<file path="src/rtl/axi_stream_pkg.sv">
// rtl/axi_stream_pkg.sv - shared types and constants for the stream packet receiver
package axi_stream_pkg;

  typedef logic [31:0] data_t;

  typedef enum logic [1:0] {
    WAIT    = 2'd0,
    RECV    = 2'd1,
    DISCARD = 2'd2
  } rx_state_t;

  localparam int DROP_CNT_W = 16;

  function automatic logic [DROP_CNT_W-1:0] sat_inc(input logic [DROP_CNT_W-1:0] v);
    return (v == '1) ? v : v + 1'b1;
  endfunction

endpackage

</file>
<file path="src/rtl/axi_stream_if.sv">
// rtl/axi_stream_if.sv - AXI4-Stream handshake bundle with master/slave views
interface axi_stream_if #(
  parameter int DATA_W = 32
);

  logic [DATA_W-1:0] tdata;
  logic              tvalid;
  logic              tready;
  logic              tlast;

  modport master (output tdata, output tvalid, output tlast, input tready);
  modport slave  (input tdata, input tvalid, input tlast, output tready);

endinterface

</file>
<file path="src/rtl/axi_stream_bank_ram.sv">
// rtl/axi_stream_bank_ram.sv - two-bank packet storage, one write port, one registered read port
module axi_stream_bank_ram #(
  parameter int DATA_W = 32,
  parameter int DEPTH  = 8,
  localparam int AW    = $clog2(DEPTH)
) (
  input  logic              aclk,
  input  logic              areset_n,
  input  logic              we,
  input  logic              wr_bank,
  input  logic [AW-1:0]     wr_addr,
  input  logic [DATA_W-1:0] wr_data,
  input  logic              rd_bank,
  input  logic [AW-1:0]     rd_addr,
  output logic [DATA_W-1:0] rd_data
);

  // Storage is left unreset so it maps onto plain RAM; only the output register clears.
  logic [DATA_W-1:0] mem [2*DEPTH];

  always_ff @(posedge aclk) begin
    if (we) begin
      mem[{wr_bank, wr_addr}] <= wr_data;
    end
  end

  always_ff @(posedge aclk) begin
    if (!areset_n) begin
      rd_data <= '0;
    end else begin
      rd_data <= mem[{rd_bank, rd_addr}];
    end
  end

endmodule

</file>
<file path="src/rtl/axi_stream_packet_rx.sv">
// rtl/axi_stream_packet_rx.sv - ping-pong packet receiver presenting whole packets on a read port
module axi_stream_packet_rx
  import axi_stream_pkg::*;
#(
  parameter int DATA_W = 32,
  parameter int DEPTH  = 8,
  localparam int AW    = $clog2(DEPTH),
  localparam int LW    = AW + 1
) (
  input  logic                  aclk,
  input  logic                  areset_n,
  axi_stream_if.slave           s_axi_stream,
  output logic                  pkt_valid,
  output logic [LW-1:0]         pkt_len,
  output logic                  pkt_err,
  input  logic [AW-1:0]         rd_addr,
  output logic [DATA_W-1:0]     rd_data,
  input  logic                  pkt_ack,
  output logic [DROP_CNT_W-1:0] drop_cnt
);

  localparam logic [1:0] ST_WAIT    = WAIT;
  localparam logic [1:0] ST_RECV    = RECV;
  localparam logic [1:0] ST_DISCARD = DISCARD;

  logic [1:0]    state, state_nxt;
  logic [AW-1:0] cnt, cnt_nxt;
  logic          wr_bank, rd_bank;
  logic [1:0]    bank_full;
  logic [LW-1:0] len_r [2];
  logic          err_r [2];

  logic          hs;
  logic          ram_we;
  logic          commit;
  logic [LW-1:0] commit_len;
  logic          commit_err;
  logic          ack_take;

  // tready depends only on registered state, never on tvalid or pkt_ack.
  assign s_axi_stream.tready = (state == ST_RECV) || (state == ST_DISCARD);
  assign hs       = s_axi_stream.tvalid && s_axi_stream.tready;
  assign ack_take = pkt_ack && bank_full[rd_bank];

  assign pkt_valid = bank_full[rd_bank];
  assign pkt_len   = len_r[rd_bank];
  assign pkt_err   = err_r[rd_bank];

  always_comb begin
    state_nxt  = state;
    cnt_nxt    = cnt;
    ram_we     = 1'b0;
    commit     = 1'b0;
    commit_len = '0;
    commit_err = 1'b0;
    case (state)
      ST_WAIT: begin
        if (!bank_full[wr_bank]) begin
          state_nxt = ST_RECV;
        end
      end
      ST_RECV: begin
        if (hs) begin
          ram_we = 1'b1;
          if (s_axi_stream.tlast) begin
            commit     = 1'b1;
            commit_len = {1'b0, cnt} + LW'(1);
            cnt_nxt    = '0;
          end else if (cnt == AW'(DEPTH - 1)) begin
            state_nxt = ST_DISCARD;
            cnt_nxt   = '0;
          end else begin
            cnt_nxt = cnt + 1'b1;
          end
        end
      end
      ST_DISCARD: begin
        if (hs && s_axi_stream.tlast) begin
          commit     = 1'b1;
          commit_len = LW'(DEPTH);
          commit_err = 1'b1;
        end
      end
      default: state_nxt = ST_WAIT;
    endcase
    // After a commit the writer flips banks, so it can only keep receiving if the other bank is free.
    if (commit) begin
      state_nxt = bank_full[~wr_bank] ? ST_WAIT : ST_RECV;
    end
  end

  always_ff @(posedge aclk) begin
    if (!areset_n) begin
      state     <= ST_WAIT;
      cnt       <= '0;
      wr_bank   <= 1'b0;
      rd_bank   <= 1'b0;
      bank_full <= 2'b00;
      len_r[0]  <= '0;
      len_r[1]  <= '0;
      err_r[0]  <= 1'b0;
      err_r[1]  <= 1'b0;
      drop_cnt  <= '0;
    end else begin
      state <= state_nxt;
      cnt   <= cnt_nxt;
      // A commit and an ack always address different banks, so both updates can land together.
      if (commit) begin
        bank_full[wr_bank] <= 1'b1;
        len_r[wr_bank]     <= commit_len;
        err_r[wr_bank]     <= commit_err;
        wr_bank            <= ~wr_bank;
        if (commit_err) begin
          drop_cnt <= sat_inc(drop_cnt);
        end
      end
      if (ack_take) begin
        bank_full[rd_bank] <= 1'b0;
        rd_bank            <= ~rd_bank;
      end
    end
  end

  axi_stream_bank_ram #(
    .DATA_W (DATA_W),
    .DEPTH  (DEPTH)
  ) u_bank_ram (
    .aclk     (aclk),
    .areset_n (areset_n),
    .we       (ram_we),
    .wr_bank  (wr_bank),
    .wr_addr  (cnt),
    .wr_data  (s_axi_stream.tdata),
    .rd_bank  (rd_bank),
    .rd_addr  (rd_addr),
    .rd_data  (rd_data)
  );

endmodule

</file>
<file path="src/flat_wrapper.sv">
// flat-port wrapper written by rule: the top's interface ports become plain ports
module axi_stream_packet_rx_flat import axi_stream_pkg::*;
#(
  parameter int DATA_W = 32,
  parameter int DEPTH  = 8,
  localparam int AW    = $clog2(DEPTH),
  localparam int LW    = AW + 1
)
  (aclk, areset_n, pkt_valid, pkt_len, pkt_err, rd_addr, rd_data, pkt_ack, drop_cnt, s_axi_stream_tdata, s_axi_stream_tvalid, s_axi_stream_tlast, s_axi_stream_tready);
  axi_stream_if #(.DATA_W(DATA_W)) s_axi_stream_i ();
  input  logic aclk;
  input  logic areset_n;
  output logic pkt_valid;
  output logic [LW-1:0] pkt_len;
  output logic pkt_err;
  input  logic [AW-1:0] rd_addr;
  output logic [DATA_W-1:0] rd_data;
  input  logic pkt_ack;
  output logic [DROP_CNT_W-1:0] drop_cnt;
  input wire logic [$bits(s_axi_stream_i.tdata)-1:0] s_axi_stream_tdata;
  input wire logic [$bits(s_axi_stream_i.tvalid)-1:0] s_axi_stream_tvalid;
  input wire logic [$bits(s_axi_stream_i.tlast)-1:0] s_axi_stream_tlast;
  output wire logic [$bits(s_axi_stream_i.tready)-1:0] s_axi_stream_tready;
  assign s_axi_stream_i.tdata = s_axi_stream_tdata;
  assign s_axi_stream_i.tvalid = s_axi_stream_tvalid;
  assign s_axi_stream_i.tlast = s_axi_stream_tlast;
  assign s_axi_stream_tready = s_axi_stream_i.tready;
  axi_stream_packet_rx #(.DATA_W(DATA_W), .DEPTH(DEPTH)) u_core (.aclk(aclk), .areset_n(areset_n), .s_axi_stream(s_axi_stream_i), .pkt_valid(pkt_valid), .pkt_len(pkt_len), .pkt_err(pkt_err), .rd_addr(rd_addr), .rd_data(rd_data), .pkt_ack(pkt_ack), .drop_cnt(drop_cnt));
endmodule
</file>
<file path="config.mk">
export PLATFORM = sky130hd
export DESIGN_NAME = axi_stream_packet_rx_flat
export DESIGN_NICKNAME = d
export VERILOG_FILES = /design/src/rtl/axi_stream_pkg.sv /design/src/rtl/axi_stream_if.sv /design/src/rtl/axi_stream_bank_ram.sv /design/src/rtl/axi_stream_packet_rx.sv /design/src/flat_wrapper.sv
export SDC_FILE = /design/constraint.sdc
export NUM_CORES = 1
export LEC_CHECK = 0
export ABC_CLOCK_PERIOD_IN_PS = 4650
export BUFFER_PORTS_ARGS = -buffer_cell sky130_fd_sc_hd__buf_2
export CAP_MARGIN = 20
export CORE_UTILIZATION = 61
export DETAILED_ROUTE_END_ITERATION = 6
export GPL_TIMING_DRIVEN = 0
export PLACE_DENSITY = 0.89
export SYNTH_ARGS = -nofsm -noshare
export SYNTH_HDL_FRONTEND = slang
export SYNTH_HIERARCHICAL = 1
export SYNTH_SLANG_ARGS = --single-unit
</file>
<file path="constraint.sdc">
create_clock -name aclk -period 4.65 [get_ports aclk]
set_input_delay 0.2325 -clock aclk [delete_from_list [all_inputs] [get_ports aclk]]
set_output_delay 0.2325 -clock aclk [all_outputs]
set_load 0.05 [all_outputs]
</file>
==> impl_metrics.env <==
export IMPL_status="complete, no violations"
export IMPL_cp_data_required_time_ps=4930
export IMPL_use_met2_pct=50.06
export IMPL_ys_flop_type="edfxtp_1"
export IMPL_dpl_cell_area_um2=23980
export IMPL_clock_sinks=580
export IMPL_timing_rr_start="u_core/state[1]"
export IMPL_regToRegSetupSlack_ps=1480
export IMPL_drv_slew=0
export IMPL_crit_path_end_kind="flip-flop"
export IMPL_holdCritPathClass="input pin to flip-flop"
export IMPL_synthTopCellsByArea="edfxtp_1, mux2i_1, dfxtp_1"
export IMPL_cellPowerDensity_nw_per_um2=429.0
export IMPL_swShare_pct=21.58
export IMPL_antenna_found_initial=0
export IMPL_critical_path_class="flip-flop to flip-flop"
export IMPL_p_comb_share_pct=6.3
export IMPL_grtUsageTotal_pct=30.78
export IMPL_yosysSeqAreaShare_pct=75.10
export IMPL_max_freq_mhz=315.7
export IMPL_ant_nets=0
export IMPL_yosys_area_top_type="edfxtp_1"
export IMPL_cts_hold_buf=0
export IMPL_finalCritPeriodShare_pct=68.11
export IMPL_core_region_area_um2=35830
export IMPL_relSlewSlack_pct=33.51
export IMPL_grtUsageMet3_pct=7.305
export IMPL_ir_drop_v=0.0003449
export IMPL_rsz0062_at_grt="no"
export IMPL_grt_max_degree=24
export IMPL_dr_first_iter_drc_count=1763
export IMPL_synth_edf_count=520
export IMPL_layout_drive_gt1_share_pct=19.56
export IMPL_fillers=1901
export IMPL_path_cells="inv_1 > ha_1 > nand2_1 > inv_1 > or3b_2 > nor3_2 > buf_6 > buf_8"
export IMPL_worstPathMaxFanout=9
export IMPL_use_met1_pct=38.80
export IMPL_drv_cap=0
export IMPL_power_frac_clock_pct=41.8
export IMPL_cp_depth=8
export IMPL_h_tree_depth=2
export IMPL_n_antenna_cell=0
export IMPL_critPathArrivalTime_ps=3450
export IMPL_timing_rr_end="u_core/u_bank_ram/mem[0][7]"
export IMPL_busiest_layer="met2"
export IMPL_p_int_mw=8.702
export IMPL_clk_latency_ps=580
export IMPL_grt_pass1_wl_um=84580
export IMPL_synth_top_area_share_pct=69.74
export IMPL_worstMarginPinSlew_ps=991.9
export IMPL_dp_hpwl_um=33320
export IMPL_cts_made_buffers=53
export IMPL_cts_resized=0
export IMPL_pwr_share_seq_pct=52.0
export IMPL_slowest_stage="nor3_2"
export IMPL_start_kind="flip-flop"
export IMPL_io_buffers=93
export IMPL_crit_start="u_core/state[1]"
export IMPL_grt_ovfl_total=0
export IMPL_fin_crit_ps=3167
export IMPL_netlist_cell_type_count=50
export IMPL_cpMostUsedCell="inv_1"
export IMPL_synth_async_sr_flop_share_pct=0
export IMPL_die_y_um=193.6
export IMPL_grt_pass1_vias=13750
export IMPL_critical_path_buf_inv_count=4
export IMPL_tritoncts="yes"
export IMPL_r2r_worst_path_cells=8
export IMPL_finalNetCount=1509
export IMPL_ioPinCount=95
export IMPL_syn_inst=1289
export IMPL_wl_per_cell_um=29.20
export IMPL_finalSetupTns_ps=0
export IMPL_areaGrowthSynthToFinish_pct=15.51
export IMPL_routed_wirelength_um=57490
export IMPL_crit_path_max_incr_delay_ps=730
export IMPL_min_delay_start="s_axi_stream_tdata[20]"
export IMPL_clk_pin_slew_worst_paths_ps=70
export IMPL_synth_area_um2=22390
export IMPL_finClkSkew_ps=17.49
export IMPL_final_area_um2=25860
export IMPL_place_congestion=0.8404
export IMPL_setup_violations=0
export IMPL_p_switching_mw=2.394
export IMPL_final_util_pct=72.19
export IMPL_yosysWarnings=6
export IMPL_synth_area_per_cell_um2=17.37
export IMPL_crit_end="u_core/u_bank_ram/mem[0][7]"
export IMPL_power_total_mw=11.10
export IMPL_hold_viol=0
export IMPL_cp_top_family="simple AND/OR/NAND/NOR gates"
export IMPL_drc=0
export IMPL_cts_root_buffer="clkbuf_16"
export IMPL_syn_num_nets=1335
export IMPL_post_cts_buffers=0
export IMPL_clk_path_buf_depth=3
export IMPL_initial_utilization_pct=62.49
export IMPL_vias=13540
export IMPL_vias_per_cell=6.875
export IMPL_fp_dieW_um=193.6
export IMPL_rows=69
export IMPL_die_area_um2=37480
export IMPL_power_leakage_nw=9.267
export IMPL_ys_ff_latch=580
export IMPL_first_pass_iters=5
[worst min-delay path by stage]
stage / slack [ps] / depth (start not counted) / endpoint
global route: 6 / 1 / u_core/u_bank_ram/mem[11][20]
global placement: 440 / 2 / u_core/err_r[1]
CTS: 4 / 1 / u_core/u_bank_ram/mem[11][20]
floorplan: 330 / 0 / u_core/u_bank_ram/mem[0][0]
finish: 20 / 1 / u_core/u_bank_ram/mem[11][20]
detailed placement: 460 / 2 / u_core/err_r[1]
[stage by stage]
stage | instances | hold WS (ps) | setup WS [ps]
3_3_place_gp | 1843 | 440.2 | -1756
3_5_place_dp | 1869 | 455.5 | 1531
2_1_floorplan | 1289 | 331.4 | 633.2
4_1_cts | 1969 | 4.281 | 1541
5_1_grt | 1969 | 5.534 | 1394
6_report | 1969 | 18.31 | 1483
[kinds of logic after synthesis]
group	count (synthesis)	share of synthesized area [%]
flops	580	75.10
mux	248	12.08
simple gates	172	3.722
fa+ha+maj	6	0.3353
compound gates	205	6.298
buf+inv	78	2.464
[Yosys cell counts (all sizes together) (17+ instances only)]
library cell,instances
o21ai,39
a22oi,95
mux4,17
edfxtp,520
a221oi,17
clkbuf,26
nor2,25
nand2,69
nor3,18
dfxtp,60
buf,44
mux2i,224
[final cells by class]
class / count / area, um^2 / share of cell area [%]
clock inverter: 25 / 311.5 / 1.205
clock buffer: 75 / 1574 / 6.086
sequential: 580 / 16820 / 65.02
timing repair buffer: 119 / 900.9 / 3.483
inverter: 8 / 30.03 / 0.1161
buffer: 70 / 521.8 / 2.017
tap: 461 / 576.8 / 2.230
multi-input combinational: 631 / 5132 / 19.84
[cells in the final DEF, fill, tap and decap left out, drive strengths merged, types with 4 or more instances in the layout]
| cell | synthesis | layout |
|---|---|---|
| ha | 6 | 6 |
| dfxtp | 60 | 60 |
| nand2b | 4 | 4 |
| clkbuf | 26 | 101 |
| o21ai | 39 | 39 |
| a22oi | 95 | 95 |
| mux2i | 224 | 224 |
| clkinv | 0 | 15 |
| nor2 | 25 | 25 |
| edfxtp | 520 | 520 |
| inv | 8 | 10 |
| nand3b | 4 | 4 |
| nor2b | 4 | 4 |
| a211oi | 5 | 5 |
| nand2 | 69 | 69 |
| a31oi | 5 | 5 |
| a221oi | 17 | 17 |
| nand4 | 7 | 7 |
| bufinv | 0 | 7 |
| a21oi | 14 | 14 |
| mux2 | 7 | 7 |
| o31ai | 4 | 4 |
| and3 | 9 | 9 |
| nor4 | 4 | 4 |
| nand3 | 12 | 12 |
| buf | 44 | 163 |
| nor3 | 18 | 18 |
| mux4 | 17 | 17 |
| o22ai | 16 | 16 |
[worst register-to-register path, stage by stage, from the launching register on]
cell     delay, ps
dfxtp_1        340
inv_1           90
ha_1           320
nand2_1        200
inv_1          140
or3b_2         580
nor3_2         740
buf_6          290
buf_8          180
[state kept, by name (all words and copies together), names as in the netlist, named ones only]
| register | count |
|---|---|
| u_core/wr_bank | 1 |
| u_core/state | 2 |
| u_core/len_r | 8 |
| u_core/err_r | 2 |
| u_core/bank_full | 2 |
| u_core/drop_cnt | 16 |
| u_core/rd_bank | 1 |
| u_core/u_bank_ram/rd_data | 32 |
| u_core/cnt | 3 |
| u_core/u_bank_ram/mem | 512 |
[power groups by stage]
stage          registers (mW)  logic, mW  clock network [mW]
6_report                 5.76      0.695                4.64
5_1_grt                  5.77      0.719                4.84
4_1_cts                  5.76      0.681                4.65
3_5_place_dp             5.87      0.668                   0
3_3_place_gp             5.88      0.624                   0
2_1_floorplan            5.96      0.331                   0
[routing by layer]
metal | routed length (um) | share of wire (%) | up-vias
li1 | - | - | 5506
met1 | 19930 | 35 | 6654
met2 | 27260 | 47 | 1126
met3 | 7265 | 13 | 250
met4 | 3026 | 5.3 | 0
met5 | 0 | 0 | -
Note: power is estimated with default switching activity, not from simulation.
